==> config.mk <==
export PLATFORM = sky130hd
export DESIGN_NAME = iterative_alu_flat
export DESIGN_NICKNAME = d
export VERILOG_FILES = /design/src/rtl/iterative_alu_if.sv /design/src/rtl/iterative_alu.sv /design/src/flat_wrapper.sv
export SDC_FILE = /design/constraint.sdc
export NUM_CORES = 1
export LEC_CHECK = 0
export ABC_AREA = 0
export BUFFER_PORTS_ARGS = -buffer_cell sky130_fd_sc_hd__buf_2
export CAP_MARGIN = 20
export CORE_MARGIN = 10
export CORE_UTILIZATION = 33
export CTS_BUF_LIST = sky130_fd_sc_hd__clkbuf_4 sky130_fd_sc_hd__clkbuf_8 sky130_fd_sc_hd__clkbuf_16
export CTS_CLUSTER_DIAMETER = 200
export CTS_CLUSTER_SIZE = 16
export DETAILED_ROUTE_END_ITERATION = 7
export HOLD_SLACK_MARGIN = 0.12
export SLEW_MARGIN = 20
export SYNTH_ARGS = -nofsm -noshare
export SYNTH_HDL_FRONTEND = slang
export SYNTH_SLANG_ARGS = --single-unit
==> constraint.sdc <==
create_clock -name clk -period 3.7 [get_ports clk]
set_input_delay 0.74 -clock clk [delete_from_list [all_inputs] [get_ports clk]]
set_output_delay 0.74 -clock clk [all_outputs]
set_load 0.03 [all_outputs]
==> src/rtl/iterative_alu_if.sv <==
// Request/response bundle for the iterative slice ALU.
// The master issues operations and drains results; the ALU is the slave.
interface iterative_alu_if #(
  parameter int WIDTH = 16
);
  logic             in_valid;
  logic             in_ready;
  logic [WIDTH-1:0] a;
  logic [WIDTH-1:0] b;
  logic [3:0]       s;
  logic             m;
  logic             pin;
  logic             out_valid;
  logic             out_ready;
  logic [WIDTH-1:0] r;
  logic             pout;
  logic             zero;
  logic             ovf;

  modport master (
    output in_valid, a, b, s, m, pin, out_ready,
    input  in_ready, out_valid, r, pout, zero, ovf
  );

  modport slave (
    input  in_valid, a, b, s, m, pin, out_ready,
    output in_ready, out_valid, r, pout, zero, ovf
  );
endinterface

==> src/rtl/iterative_alu.sv <==
// Multi-cycle ALU built from chained 4-bit slices, SLICES_PER_CYCLE per clock,
// with the inter-group carry held in a register between cycles.
module iterative_alu #(
  parameter int WIDTH            = 16,
  parameter int SLICES_PER_CYCLE = 1
) (
  input  logic           clk,
  input  logic           rst,
  iterative_alu_if.slave bus
);
  localparam int GW = 4 * SLICES_PER_CYCLE;
  localparam int N  = WIDTH / GW;
  localparam int IW = (N > 1) ? $clog2(N) : 1;
  localparam logic [WIDTH-1:0] MSK =
    {WIDTH{1'b1}} >> (WIDTH - GW);

  typedef enum logic [1:0] {
    IDLE,
    RUN,
    DONE
  } state_e;

  state_e           state_q, state_d;
  logic [WIDTH-1:0] a_q, a_d;
  logic [WIDTH-1:0] b_q, b_d;
  logic [WIDTH-1:0] r_q, r_d;
  logic [3:0]       s_q, s_d;
  logic             m_q, m_d;
  logic             c_q, c_d;
  logic             pout_q, pout_d;
  logic             zero_q, zero_d;
  logic             ovf_q, ovf_d;
  logic [IW-1:0]    idx_q, idx_d;

  // Arithmetic result is x + y + carry; logic result is ~(x ^ y).
  logic [WIDTH-1:0] x_w, y_w;
  assign x_w = a_q
             | (b_q & {WIDTH{s_q[0]}})
             | (~b_q & {WIDTH{s_q[1]}});
  assign y_w = (a_q & ~b_q & {WIDTH{s_q[2]}})
             | (a_q & b_q & {WIDTH{s_q[3]}});

  logic [GW-1:0]    xg, yg, fg;
  logic             cr, gc, gcm;
  int               sh;
  logic [WIDTH-1:0] r_ins;

  always_comb begin
    sh  = GW * int'(idx_q);
    xg  = GW'(x_w >> sh);
    yg  = GW'(y_w >> sh);
    fg  = '0;
    cr  = c_q;
    gcm = 1'b0;
    for (int i = 0; i < GW; i++) begin
      gcm   = cr;
      fg[i] = m_q ? ~(xg[i] ^ yg[i])
                  : (xg[i] ^ yg[i] ^ cr);
      cr    = (xg[i] & yg[i])
            | (cr & (xg[i] | yg[i]));
    end
    gc    = cr;
    r_ins = (r_q & ~(MSK << sh))
          | (WIDTH'(fg) << sh);
  end

  always_comb begin
    state_d = state_q;
    a_d     = a_q;
    b_d     = b_q;
    s_d     = s_q;
    m_d     = m_q;
    c_d     = c_q;
    r_d     = r_q;
    idx_d   = idx_q;
    pout_d  = pout_q;
    zero_d  = zero_q;
    ovf_d   = ovf_q;
    unique case (state_q)
      IDLE: begin
        if (bus.in_valid) begin
          state_d = RUN;
          a_d     = bus.a;
          b_d     = bus.b;
          s_d     = bus.s;
          m_d     = bus.m;
          c_d     = bus.pin;
          idx_d   = '0;
        end
      end
      RUN: begin
        r_d   = r_ins;
        c_d   = gc;
        idx_d = idx_q + 1'b1;
        if (idx_q == IW'(N - 1)) begin
          state_d = DONE;
          pout_d  = gc & ~m_q;
          ovf_d   = (gc ^ gcm) & ~m_q;
          zero_d  = (r_ins == '0);
        end
      end
      DONE: begin
        if (bus.out_ready) state_d = IDLE;
      end
      default: state_d = IDLE;
    endcase
  end

  always_ff @(posedge clk) begin
    if (rst) begin
      state_q <= IDLE;
      a_q     <= '0;
      b_q     <= '0;
      s_q     <= '0;
      m_q     <= 1'b0;
      c_q     <= 1'b0;
      r_q     <= '0;
      idx_q   <= '0;
      pout_q  <= 1'b0;
      zero_q  <= 1'b0;
      ovf_q   <= 1'b0;
    end else begin
      state_q <= state_d;
      a_q     <= a_d;
      b_q     <= b_d;
      s_q     <= s_d;
      m_q     <= m_d;
      c_q     <= c_d;
      r_q     <= r_d;
      idx_q   <= idx_d;
      pout_q  <= pout_d;
      zero_q  <= zero_d;
      ovf_q   <= ovf_d;
    end
  end

  assign bus.in_ready  = (state_q == IDLE);
  assign bus.out_valid = (state_q == DONE);
  assign bus.r         = r_q;
  assign bus.pout      = pout_q;
  assign bus.zero      = zero_q;
  assign bus.ovf       = ovf_q;
endmodule
==> src/flat_wrapper.sv <==
// flat-port wrapper written by rule: the top's interface ports become plain ports
module iterative_alu_flat 
#(
  parameter int WIDTH            = 16,
  parameter int SLICES_PER_CYCLE = 1
)
  (clk, rst, bus_in_valid, bus_a, bus_b, bus_s, bus_m, bus_pin, bus_out_ready, bus_in_ready, bus_out_valid, bus_r, bus_pout, bus_zero, bus_ovf);
  iterative_alu_if #(.WIDTH(WIDTH)) bus_i ();
  input  logic clk;
  input  logic rst;
  input wire logic [$bits(bus_i.in_valid)-1:0] bus_in_valid;
  input wire logic [$bits(bus_i.a)-1:0] bus_a;
  input wire logic [$bits(bus_i.b)-1:0] bus_b;
  input wire logic [$bits(bus_i.s)-1:0] bus_s;
  input wire logic [$bits(bus_i.m)-1:0] bus_m;
  input wire logic [$bits(bus_i.pin)-1:0] bus_pin;
  input wire logic [$bits(bus_i.out_ready)-1:0] bus_out_ready;
  output wire logic [$bits(bus_i.in_ready)-1:0] bus_in_ready;
  output wire logic [$bits(bus_i.out_valid)-1:0] bus_out_valid;
  output wire logic [$bits(bus_i.r)-1:0] bus_r;
  output wire logic [$bits(bus_i.pout)-1:0] bus_pout;
  output wire logic [$bits(bus_i.zero)-1:0] bus_zero;
  output wire logic [$bits(bus_i.ovf)-1:0] bus_ovf;
  assign bus_i.in_valid = bus_in_valid;
  assign bus_i.a = bus_a;
  assign bus_i.b = bus_b;
  assign bus_i.s = bus_s;
  assign bus_i.m = bus_m;
  assign bus_i.pin = bus_pin;
  assign bus_i.out_ready = bus_out_ready;
  assign bus_in_ready = bus_i.in_ready;
  assign bus_out_valid = bus_i.out_valid;
  assign bus_r = bus_i.r;
  assign bus_pout = bus_i.pout;
  assign bus_zero = bus_i.zero;
  assign bus_ovf = bus_i.ovf;
  iterative_alu #(.WIDTH(WIDTH), .SLICES_PER_CYCLE(SLICES_PER_CYCLE)) u_core (.clk(clk), .rst(rst), .bus(bus_i));
endmodule
==> run_results.csv <==
group,metric,value,unit
critical_path,endpoint_kind,"flip-flop",
floorplan,coreArea,0.00977,mm²
logic_synthesis,syn_nets,460,
clock_network,cts_hold_buffers,0,
power,total_power,1.59,mW
critical_path,r2r_cells,13,
global_route,grt_pass1_vias,3129,
clock_network,clk_path_buf_depth,2,
drt,post_drt_wl_per_cell,16.0,µm
floorplan,fp-row-count,36,
final_layout,area_growth,19.5,%
clock_network,clk_latency,350,ps
power,switching_share,30.2,%
critical_path,cp_num_buf_inv,3,
critical_path,cp.depth,13,
final_layout,diodes,0,
place,place_ws,44.6,ps
sta,tns,0,ps
logic_synthesis,synth-seq-cells,61,
final_layout,layout-drive-gt1-share,23.3,%
logic_synthesis,ys_types,44,
place,port_buffers,62,
clock_network,cts_made_buffers,9,
sta,slew_headroom,53.8,%
place,hpwlAfterDp,7.13,mm
critical_path,cp_cell_sequence,"mux2_2, or3_4, a31o_1, fa_1, inv_1, fa_1, inv_1, fa_2, inv_1, fa_1, or3b_1, a2111oi_2, a32o_2",
floorplan,start_util,33.7,%
critical_path,critPathRequiredTime,4000,ps
critical_path,r2r_end,"u_core.bus.zero$_SDFFE_PP0P_",
drt,post-route-drc-count,0,
place,globalplace.congestion,0.871,
clock_network,htree_levels,3,
run,maxCapViolCount,0,
critical_path,crit_arrival,3830,ps
sta,hold_viol,0,
power,ir_drop,0.113,mV
critical_path,crit_family,"adder cells",
worst_hold_path,whs_endpoint,"u_core.bus.ovf$_SDFFE_PP0P_",
clock_network,cts-root-buf,"clkbuf_8",
sta,fin_crit_sh,95.4,%
sta,rsz0062_at_grt,"no",
worst_hold_path,min_from,"u_core.bus.ovf$_SDFFE_PP0P_",
global_route,grt_max_degree,42,
power,p_seq_share,46.0,%
clock_network,clkTransAtPathRegs,60,ps
floorplan,die_h,120,µm
power,leakage,1.57,nW
drt,first_pass_iters,5,
place,dpl_cell_area,0.00375,mm²
power,p_switching,0.482,mW
drt,wirelength,9.54,mm
power,combPwrFrac,20.9,%
critical_path,r2r_slack,170,ps
sta,hold_ws,454,ps
power,pwr-share-clk,33.1,%
critical_path,critPathMaxStageDelay,410,ps
logic_synthesis,ys_top_cells_by_area,"dfxtp_1, nand2_1, mux2i_1",
worst_hold_path,holdCritPathClass,"reg -> reg",
sta,tightest_slew,693,ps
logic_synthesis,syn_inst,406,
clock_network,cts_sinks,61,
floorplan,ioPinCount,63,
place,dp_cells,581,
global_route,track_usage,13.8,%
drt,num_vias,3000,
sta,period_minus_slack,3530,ps
floorplan,dieArea,0.0144,mm²
sta,fmax,283,MHz
logic_synthesis,yosysWarnings,0,
sta,fin_worst_skew,7.79,ps
critical_path,cpMaxStageDelayCell,"fa_1",
logic_synthesis,seq_area_frac_synth,37.0,%
logic_synthesis,synth_top_area_cell,"dfxtp_1",
outcome,status,"finished clean",
final_layout,final_area,0.00394,mm²
drt,ant_nets,0,
logic_synthesis,synth.avg_cell_area,8.12,µm²
logic_synthesis,synth_area,0.00330,mm²
sta,slew_viol_final,0,
sta,setup_ws,170,ps
final_layout,nets,513,
sta,setup_violations,0,
floorplan,die_x,120,µm
final_layout,fin_cells,596,
worst_hold_path,hold_depth,2,
global_route,grt_pass1_wl,15.9,mm
critical_path,startpoint_type,"flip-flop",
power,internal_power,1.11,mW
logic_synthesis,yosys.area.top_type_share,37.0,%
drt,drtIter0Drc,108,
power,power_density,404,mW/mm²
final_layout,fin_util,40.3,%
drt,vias_per_cell,5.03,
critical_path,r2r-start,"u_core.b_q[12]$_SDFFE_PP0P_",
critical_path,cp_max_fo,2,
clock_network,cts_tree,"done",
global_route,antenna_found_initial,0,
critical_path,criticalPathCategory,"reg -> reg",
global_route,overflow,0,
## cell families after synthesis
group / share of synthesized area, %
simple gates: 22.1
buf+inv: 6.19
compound gates: 18.4
flops: 37.0
mux: 10.6
xor+xnor: 0.266
fa+ha+maj: 5.47
## synthesized netlist by cell type, drive strengths merged
library cell,number
and2b,3
mux2i,31
clkbuf,18
a222oi,1
a2111oi,1
a32o,1
nand2b,7
nand2,92
mux2,3
a31o,3
nor4b,1
nor2,23
or2,1
buf,17
nor2b,5
a32oi,5
o21ai,7
a21o,1
nand3,4
ha,8
or4,3
fa,4
o32ai,4
xor2,1
and4b,1
inv,13
or3,5
a221oi,4
o221ai,4
o21a,5
a22oi,8
dfxtp,61
nand3b,5
a21oi,47
nor3b,1
a2bb2oi,1
or3b,2
a31oi,3
and4bb,2
## worst reg2reg max path, stage by stage, from the launching register on
cell and delay (ps):
dfxtp_1 340, mux2_2 340, or3_4 330, a31o_1 240
fa_1 410, inv_1 80, fa_1 160, inv_1 50
fa_2 350, inv_1 80, fa_1 170, or3b_1 370
a2111oi_2 360, a32o_2 210
## timing repair
action	4_1_cts	5_1_grt
setup endpoints to repair	0	1
resized for setup	0	7
buffers inserted	0	0
## cell usage in the layout (no fill, tap or decap), types with 2 or more instances in the layout
master,Yosys,final
o21ai_1,7,7
o21a_1,5,5
clkinv_2,0,2
or4_1,3,3
a221oi_1,4,3
ha_1,8,8
nor2_1,23,23
and2b_4,2,2
nand3_1,4,4
nand3b_1,5,5
mux2_2,3,3
or3b_1,2,2
nand2_1,92,92
a31oi_1,3,3
and4bb_1,2,2
buf_2,13,62
or3_1,5,4
o221ai_1,4,4
a31o_1,3,3
dfxtp_1,61,60
a32oi_1,5,5
a22oi_1,8,8
a21oi_1,47,47
fa_1,4,3
o32ai_1,4,4
nand2b_1,7,7
inv_1,12,12
clkbuf_8,0,10
nor2b_1,5,5
clkbuf_4,0,3
mux2i_1,30,30
buf_4,2,14
## flip-flops by register name, summed over array words and instances (netlist names)
name             cells
u_core.a_q          16
u_core.b_q          16
u_core.bus.r        16
u_core.s_q           4
u_core.idx_q         2
u_core.state_q       2
u_core.bus.ovf       1
u_core.bus.pout      1
u_core.bus.zero      1
u_core.c_q           1
u_core.m_q           1
## power groups by stage
stage               clock, mW  sequential [mW]  combinational [mW]
floorplan                   0            0.739               0.221
global placement            0            0.747               0.324
detailed placement          0            0.748               0.328
CTS                     0.543            0.733               0.330
global route            0.577            0.739               0.372
finish                  0.527            0.734               0.333
## worst max path at each step
| stage | slack, ps | endpoint | from |
|---|---|---|---|
| global placement | 80 | u_core.bus.zero$_SDFFE_PP0P_ | u_core.b_q[12]$_SDFFE_PP0P_ |
| detailed placement | 40 | u_core.bus.zero$_SDFFE_PP0P_ | u_core.b_q[12]$_SDFFE_PP0P_ |
| global route | 7 | u_core.bus.zero$_SDFFE_PP0P_ | u_core.s_q[2]$_SDFFE_PP0P_ |
| finish | 170 | u_core.bus.zero$_SDFFE_PP0P_ | u_core.b_q[12]$_SDFFE_PP0P_ |
| CTS | 30 | u_core.bus.zero$_SDFFE_PP0P_ | u_core.b_q[12]$_SDFFE_PP0P_ |
| floorplan | 80 | u_core.bus.zero$_SDFFE_PP0P_ | u_core.idx_q[0]$_SDFFE_PP0P_ |
## final cells by class
cell class / count / area (µm²)
tap: 133 / 166
clock inverter: 2 / 10.0
clock buffer: 13 / 160
multi-input combinational: 297 / 1900
timing repair buffer: 77 / 435
inverter: 13 / 48.8
fill: 1019 / 5830
sequential: 61 / 1220
## per-layer routing
layer / vias to the layer above / track usage, % / routed length [µm]
met5: - / 0 / 0
met4: 0 / 5.88 / 167
met3: 13 / 3.52 / 499
met2: 55 / 20.8 / 4210
met1: 1417 / 18.1 / 4660
li1: 1515 / - / -
No activity file was read; power rests on OpenSTA's default activity.
